### config.mk
export PLATFORM = sky130hd
export DESIGN_NAME = multi_wave_nco
export DESIGN_NICKNAME = d
export VERILOG_FILES = /design/src/rtl/multi_wave_nco.sv
export SDC_FILE = /design/constraint.sdc
export NUM_CORES = 1
export LEC_CHECK = 0
export ABC_CLOCK_PERIOD_IN_PS = 8000
export CORE_MARGIN = 3
export CORE_UTILIZATION = 55
export CTS_CLUSTER_DIAMETER = 100
export CTS_CLUSTER_SIZE = 25
export DETAILED_ROUTE_END_ITERATION = 16
export GPL_ROUTABILITY_DRIVEN = 0
export HOLD_SLACK_MARGIN = 0.05
export MAX_ROUTING_LAYER = met4
export PLACE_DENSITY = 0.78
export SLEW_MARGIN = 20
export SYNTH_ARGS = -nofsm -noshare
export SYNTH_HDL_FRONTEND = slang
export SYNTH_SLANG_ARGS = --single-unit
### constraint.sdc
create_clock -name clk -period 8 [get_ports clk]
set_input_delay 0.8 -clock clk [delete_from_list [all_inputs] [get_ports clk]]
set_output_delay 0.8 -clock clk [all_outputs]
set_load 0.01 [all_outputs]
### src/rtl/multi_wave_nco.sv
// Multi-waveform NCO: phase accumulator feeding saw/triangle/square/external-LUT generation,
// followed by signed gain, DC offset and saturation. Five-register pipeline, one sample per clock.
module multi_wave_nco #(
   parameter int unsigned ACC_W  = 32,
   parameter int unsigned ADDR_W = 10,
   parameter int unsigned OUT_W  = 16,
   parameter int unsigned GAIN_W = 16
) (
   input  logic                     clk,
   input  logic                     rst_n,
   input  logic                     sample_en,
   input  logic [ACC_W-1:0]         phase_step,
   input  logic                     phase_sync,
   input  logic [ADDR_W-1:0]        phase_ofs,
   input  logic [1:0]               mode,
   input  logic [ADDR_W-1:0]        duty,
   input  logic [GAIN_W-1:0]        gain,
   input  logic signed [OUT_W-1:0]  dc_ofs,
   output logic [ADDR_W-1:0]        lut_addr,
   input  logic signed [OUT_W-1:0]  lut_data,
   output logic signed [OUT_W-1:0]  wave_out,
   output logic                     wave_valid,
   output logic                     cycle_start
);

   typedef enum logic [1:0] {ModeSaw = 2'd0, ModeTri = 2'd1, ModeSquare = 2'd2, ModeLut = 2'd3}
      mode_e;

   localparam int unsigned Shift = OUT_W - ADDR_W;
   localparam int unsigned PW    = OUT_W + GAIN_W + 1;

   localparam logic [OUT_W-1:0] MsbOnly = {1'b1, {(OUT_W - 1){1'b0}}};
   localparam logic [OUT_W-1:0] MaxPos  = ~MsbOnly;
   localparam logic [OUT_W-1:0] NegMax  = MsbOnly | OUT_W'(1);
   localparam logic signed [PW:0] SatHi = $signed({{(PW + 1 - OUT_W){1'b0}}, MaxPos});
   localparam logic signed [PW:0] SatLo = $signed({{(PW + 1 - OUT_W){1'b1}}, MsbOnly});

   // Stage 0: accumulator
   logic [ACC_W-1:0] acc_q, step_active_q, eff_c;
   logic [ACC_W:0]   acc_sum_c;
   logic             load_pend_q, v0_q, wrap0_q;
   mode_e            mode0_q;

   always_comb begin
      eff_c     = load_pend_q ? phase_step : step_active_q;
      acc_sum_c = {1'b0, acc_q} + {1'b0, eff_c};
   end

   always_ff @(posedge clk or negedge rst_n) begin
      if (!rst_n) begin
         acc_q         <= '0;
         step_active_q <= '0;
         load_pend_q   <= 1'b1;
         v0_q          <= 1'b0;
         wrap0_q       <= 1'b0;
         mode0_q       <= ModeSaw;
      end else if (phase_sync) begin
         acc_q       <= '0;
         load_pend_q <= 1'b1;
         v0_q        <= 1'b0;
      end else if (sample_en) begin
         acc_q <= acc_sum_c[ACC_W-1:0];
         // New frequency word is only adopted at a period boundary
         if (load_pend_q || acc_sum_c[ACC_W]) step_active_q <= phase_step;
         load_pend_q <= 1'b0;
         v0_q        <= 1'b1;
         wrap0_q     <= acc_sum_c[ACC_W] | load_pend_q;
         mode0_q     <= mode_e'(mode);
      end else begin
         v0_q <= 1'b0;
      end
   end

   // Stage 1: address and synthetic waveform
   logic [ADDR_W-1:0]       p_c, tsrc_c, t_c, lut_addr_q;
   logic [OUT_W-1:0]        u_c, tu_c;
   logic signed [OUT_W-1:0] syn_c, syn1_q;
   logic                    v1_q, wrap1_q;
   mode_e                   mode1_q;

   always_comb begin
      p_c    = acc_q[ACC_W-1 -: ADDR_W] + phase_ofs;
      u_c    = OUT_W'(p_c) << Shift;
      // Upper half folds back: 2*(2^ADDR_W-1-p) == 2*~p
      tsrc_c = p_c[ADDR_W-1] ? ~p_c : p_c;
      t_c    = {tsrc_c[ADDR_W-2:0], 1'b0};
      tu_c   = OUT_W'(t_c) << Shift;
      case (mode0_q)
         ModeSaw:    syn_c = $signed(u_c ^ MsbOnly);
         ModeTri:    syn_c = $signed(tu_c ^ MsbOnly);
         ModeSquare: syn_c = (p_c < duty) ? $signed(MaxPos) : $signed(NegMax);
         default:    syn_c = '0;
      endcase
   end

   always_ff @(posedge clk or negedge rst_n) begin
      if (!rst_n) begin
         lut_addr_q <= '0;
         syn1_q     <= '0;
         v1_q       <= 1'b0;
         wrap1_q    <= 1'b0;
         mode1_q    <= ModeSaw;
      end else begin
         v1_q <= v0_q;
         if (v0_q) begin
            lut_addr_q <= p_c;
            syn1_q     <= syn_c;
            wrap1_q    <= wrap0_q;
            mode1_q    <= mode0_q;
         end
      end
   end

   // Stage 2: LUT capture; Stage 3: source select
   logic signed [OUT_W-1:0] lut_q, syn2_q, sel_q;
   logic                    v2_q, wrap2_q, v3_q, wrap3_q;
   mode_e                   mode2_q;

   always_ff @(posedge clk or negedge rst_n) begin
      if (!rst_n) begin
         lut_q   <= '0;
         syn2_q  <= '0;
         v2_q    <= 1'b0;
         wrap2_q <= 1'b0;
         mode2_q <= ModeSaw;
         sel_q   <= '0;
         v3_q    <= 1'b0;
         wrap3_q <= 1'b0;
      end else begin
         v2_q <= v1_q;
         v3_q <= v2_q;
         if (v1_q) begin
            lut_q   <= lut_data;
            syn2_q  <= syn1_q;
            wrap2_q <= wrap1_q;
            mode2_q <= mode1_q;
         end
         if (v2_q) begin
            sel_q   <= (mode2_q == ModeLut) ? lut_q : syn2_q;
            wrap3_q <= wrap2_q;
         end
      end
   end

   // Stage 4: gain, offset, saturation
   logic signed [PW-1:0]    prod_c, scaled_c;
   logic signed [PW:0]      sum_c;
   logic signed [OUT_W-1:0] sat_c, wave_out_q;
   logic                    valid_q, cs_q;

   always_comb begin
      prod_c   = sel_q * $signed({1'b0, gain});
      scaled_c = prod_c >>> (GAIN_W - 1);
      sum_c    = {scaled_c[PW-1], scaled_c} + {{(PW + 1 - OUT_W){dc_ofs[OUT_W-1]}}, dc_ofs};
      if (sum_c > SatHi)      sat_c = $signed(MaxPos);
      else if (sum_c < SatLo) sat_c = $signed(MsbOnly);
      else                    sat_c = sum_c[OUT_W-1:0];
   end

   always_ff @(posedge clk or negedge rst_n) begin
      if (!rst_n) begin
         wave_out_q <= '0;
         valid_q    <= 1'b0;
         cs_q       <= 1'b0;
      end else begin
         valid_q <= v3_q;
         cs_q    <= v3_q & wrap3_q;
         if (v3_q) wave_out_q <= sat_c;
      end
   end

   assign lut_addr    = lut_addr_q;
   assign wave_out    = wave_out_q;
   assign wave_valid  = valid_q;
   assign cycle_start = cs_q;

endmodule

Word-level counts from Yosys, hierarchy flattened
Cells that the tools add are included.

word-level totals
  output and inout port bits = 28
  input bits = 106
  register bits after elaboration = 171

cells by class
  eq/ne operators = 3
  multiply operators = 1
  reductions and logical operators = 5
  add/sub/neg operators = 3
  mux-type cells = 13
  order comparisons = 3
  bitwise gates (word level) = 6

operators by type and width
  operator              count
  $mux 32               3
  $mux 16               4
  $pmux 16 s3           1
  $add 32x32->33        1
  $mul 16x17->33        1
  $add 18x16->19        1
  $gt 19x16->1 const B  1
  $lt 19x16->1 const B  1
  $add 10x10->10        1
  $lt 10x10->1          1
  $mux 9                1
  $not 9->9             1
  $eq 2x2->1 const B    2
  $mux 1                4
  $not 1->1             3
  $reduce_and 3->1      1
  $eq 2x1->1 const B    1
  $logic_not 2->1       1
  $reduce_and 2->1      1
  $reduce_bool 2->1     1
  $and 1x1->1           1
  $logic_or 1x1->1      1
  $or 1x1->1            1

Longest topological paths before layout
  depth after elaboration = 5
  depth in mapped cells = 36

Worst setup path before layout
No wires, ideal clock.

  path kind = input to register
  start = in gain[10]
  end = reg wave_out_q[10], in the netlist wave_out[10]
  cell stages on the path = 33
  slack = -306 ps
  buffers on the path = 3
  data arrival time = 8180 ps
  library setup time = 126 ps
  path through = clkbuf_1 > nand2_1 > fa_1 > fa_1 > fa_1 > fa_1 > inv_1 > fa_1 > inv_1 > fa_1 > inv_1 > ha_1 > nand3_1 > or3_1 > o211ai_1 > a211oi_1 > nor2b_1 > o2bb2ai_1 > o21a_1 > o21ai_0 > a221oi_1 > ha_1 > inv_1 > o21bai_1 > a2111oi_0 > o211ai_1 > nand2_1 > xnor2_1 > o31ai_1 > and2_1 > clkbuf_1 > buf_2 > a21oi_1

on the way
  word-level cells in the longest chain between the ends = 5
  elaborated cells between the ends (all ways) = 6
  those cells by class = add/sub (1); mul (1); order compare (2); mux (2)

ends and longest elaborated chain
  what                    line  RTL
  start: declaration      17    input logic [GAIN_W-1:0] gain,
  $mul 16x17->33 (*)      152   prod_c = sel_q * $signed({1'b0, gain});
  $add 18x16->19 (*)      154   sum_c = {scaled_c[PW-1], scaled_c} + {{(PW + 1 - OUT_W){dc_ofs[OUT_W-1]}}, dc_ofs};
  $lt 19x16->1            156   else if (sum_c < SatLo) sat_c = $signed(MsbOnly);
  $mux 16                 156
  $mux 16 (*)             155   if (sum_c > SatHi) sat_c = $signed(MaxPos);
  end signal: assignment  168   if (v3_q) wave_out_q <= sat_c;
  end: declaration        148   logic signed [OUT_W-1:0] sat_c, wave_out_q;

Mark *: on every way between the ends. The rest lies on a longest branch, timed or not.
A chain may end at the register's enable or synchronous reset.

Worst setup path after layout
  start = reg sel_q[5]
  end = reg wave_out_q[3], in the netlist wave_out[3]

on the way
  word-level cells in the longest chain between the ends = 5
  elaborated cells between the ends (all ways) = 6
  those cells by class = add/sub (1); mul (1); order compare (2); mux (2)

ends and longest elaborated chain
  what                      line  RTL
  start: declaration        115   logic signed [OUT_W-1:0] lut_q, syn2_q, sel_q;
  start signal: assignment  139   sel_q <= (mode2_q == ModeLut) ? lut_q : syn2_q;
  $mul 16x17->33 (*)        152
  $add 18x16->19 (*)        154
  $lt 19x16->1              156
  $mux 16                   156
  $mux 16 (*)               155

Marks and branches as above.

==> results.txt <==
In this run the worst path has a maximum fanout of 7. The horizontal extent of the die is 189 um. The logs give 15184 for the number of global-route vias before repair and 8.33 ns for the endpoint required time on the critical path. The number of maximum-capacitance violations is 0, and the number of max-slew violations in the final report is 0. The logs give 0 for the remaining design rule violation count and 0.222 for the register area share after synthesis. The run gives 0.0221 mm2 as the post-route cell area. The path category of the worst min-delay check is input port to asynchronous set/reset pin.

The routed layout has 14551 vias. The clock edge transition at the registers on the reported setup and hold paths works out to 0.08 ns. For this run, the post-layout net count is 2640.

Buffers inserted to repair hold after CTS numbered 0. Among all stages on the critical path, the largest delay is contributed by fa_1. After synthesis, the most frequently instantiated cells are inv_1, fa_1, nand2_1.

Summed over all nets, the half-perimeter wirelength after detailed placement is 33900 um. The worst setup path is launched from a flip-flop. The routed wire length was 45300 um. Fraction of final layout cells with drive strength greater than 1: 0.185.

Among all flip-flop cells after synthesis, the most frequent one is dfrtp_1. On the final layout, the worst clock skew is 0.0141 ns. The top cell type's share of synthesized area is 0.221, and the number of violations reported at the end of detailed-routing iteration 0 is 1031.

The setup path with the least slack is of type flip-flop to flip-flop. The net count of the mapped netlist was 2415. At the placement stage, the worst setup path has a slack of -0.978 ns. In the synthesized netlist, the number of instances is 1924. The first-pass GRT wire length came out at 74100 um. Yosys instantiated no cell more often than inv_1. The worst hold-check slack came out at 0.403 ns. The pre-antenna-repair detailed-routing pass consisted of 6 iterations. By area the synthesized netlist is led by dfrtp_1, fa_1, ha_1. The post-synthesis cell type with the largest combined area was dfrtp_1. During synthesis, Yosys emitted a total of 0 warnings. The logs give 0.44 ns for the clock latency on the worst-skew pair and 0.263 for the total global routing track utilization. TritonCTS built the clock tree. The tree built by TritonCTS fans out to 163 sinks. In this run the number of H-tree levels came out at 4. The synthesized design contains 163 register bits. Final-report setup violation count: 7.

The final reports fail on negative setup slack. The vertical die dimension is 189 um, and the arrival time at the worst endpoint is 8.36 ns. The placed standard-cell area was 0.0209 mm2; the number of fill cells was 2526. Derived from the worst setup path, the maximum achievable clock frequency is 0.125 GHz. The tools report the die area as 0.0356 mm2. The logs give 0 for the number of hold violations in the final report and 2 for the largest buffer count on any clock path. The routed wirelength normalized by instance count is 17.4 um, and the global route total overflow is 0.

The number of clock buffers added by TritonCTS is 17. On the worst path, the slowest cell contributes a delay of 0.56 ns. The run finished, with violations left. The count of buffers added on input and output ports is 133. The transition time at the pin with the least slew margin works out to 0.982 ns.

The post-route fraction of the period consumed by the critical path works out to 1.00. The post-detailed-route via-to-cell ratio was 5.59. Entering global routing, the biggest net connects 91 pins.

Dividing the synthesized area by the synthesized cell count gives 9.53 um2. The initial antenna violation count came out at 0. In this run the count of I/O pins placed on the die edge is 134. Adding up every negative setup slack in the final design gives -0.137 ns.

Counting flops with a built-in enable in the synthesized netlist gives 0. 0 antenna diodes ended up in the layout. The count of cell types in the netlist was 73. STA classifies the critical path endpoint as a flip-flop. The post-synthesis async set-or-reset flop share came out at 1.00.

The headroom to the max-slew limit is 0.345, and the total core area is 0.0327 mm2. The total number of placement rows was 66; the relative area change from synthesis to final layout was 20.6%. The worst setup margin came out at -0.0299 ns. Setup repair after global routing could not meet its margin everywhere. The detail route stage leaves a number of antenna-violating nets equal to 0. The cell that appears most often on the critical path is fa_1. The tools report the starting density of the core as 0.561. The root buffer cell chosen for the clock tree is clkbuf_16. For the synthesized area, the log shows 0.0183 mm2.

For the finished layout, the period the worst path requires is 8.03 ns.
-- timing repair --
action                                  in CTS  in global routing
endpoints found under the setup margin      16                 15
setup buffers                                7                 13
pin swaps                                   17                 53
cloned                                       2                  1
gates resized for setup                     64                 95
-- kinds of logic after synthesis --
logic type	synth area share
compound gates	0.105
xor+xnor	0.0291
fa+ha+maj	0.343
buf+inv	0.0728
flops	0.222
mux	0.0881
simple gates	0.139
-- cells in the final DEF, fill, tap and decap left out, drive strengths merged, types with 14 or more instances in the layout --
cell type / n
nor2b: 16
mux2: 108
nor2: 116
nand3: 25
ha: 189
clkdlybuf4s50: 116
xnor2: 35
xor2: 26
a21o: 31
o21ai: 49
dfrtp: 162
clkbuf: 28
mux2i: 29
fa: 196
nand2b: 17
inv: 278
buf: 153
a21oi: 100
and2: 118
a211oi: 14
nand2: 196
-- area by class of cell --
cell class	instances	area, um2	area share
clock buffers	17	425	0.0192
clock inverters	15	215	0.00973
inverters	272	1020	0.0462
multi-input cells	1412	13300	0.602
flip-flops and latches	163	4090	0.185
well taps	442	553	0.0250
repair buffers	283	2510	0.113
-- metal layers --
layer | global-route usage | up-vias | wire length (um)
met3 | 0.0307 | 113 | 1730
met5 | - | - | 0
met2 | 0.452 | 428 | 23200
met4 | 0.0937 | 0 | 1640
li1 | - | 6768 | -
met1 | 0.322 | 7242 | 18700
-- critical path: cells and delay by family, from the launching register on --
family | cells | cell delay [ns]
xor gates and xnor gates | 2 | 0.23
adders and majority gates | 8 | 3.61
DFF | 1 | 0.49
buffers and inverters | 7 | 0.58
and+or+nand+nor | 7 | 1.14
AOI/OAI and AO/OA | 10 | 1.86
-- final timing paths --
| check | from | to | slack [ns] | cells past startpoint |
|---|---|---|---|---|
| setup / recovery | sel_q[5] | wave_out[3] | -0.03 | 34 |
| hold / removal | rst_n | lut_addr[5] | 0.40 | 1 |
| setup reg to reg | sel_q[5] | wave_out[3] | -0.03 | 34 |
| hold reg to reg | wrap0_q | wrap0_q | 0.50 | 1 |
| max in group asynchronous | rst_n | sel_q[1] | 6.03 | 2 |
| min in group clk | wrap0_q | wrap0_q | 0.50 | 1 |
-- flip-flops by register name, indices dropped and copies added, names as in the netlist, 2 cells and up --
register and cells:
sel_q 16, mode2_q 2, mode1_q 2, syn2_q 12, lut_addr 10, lut_q 16, acc_q 32, step_active_q 32
syn1_q 12, mode0_q 2, wave_out 16
-- metrics by stage --
stage | util | cells
finish | 0.676 | 2604
global route | 0.676 | 2604
CTS | 0.667 | 2591
detailed placement | 0.640 | 2550
global placement | 0.640 | 2550
floorplan | - | 1924
Power is not shown: default switching activity piles up to over one toggle a cycle in this logic, so the estimate is an artifact.
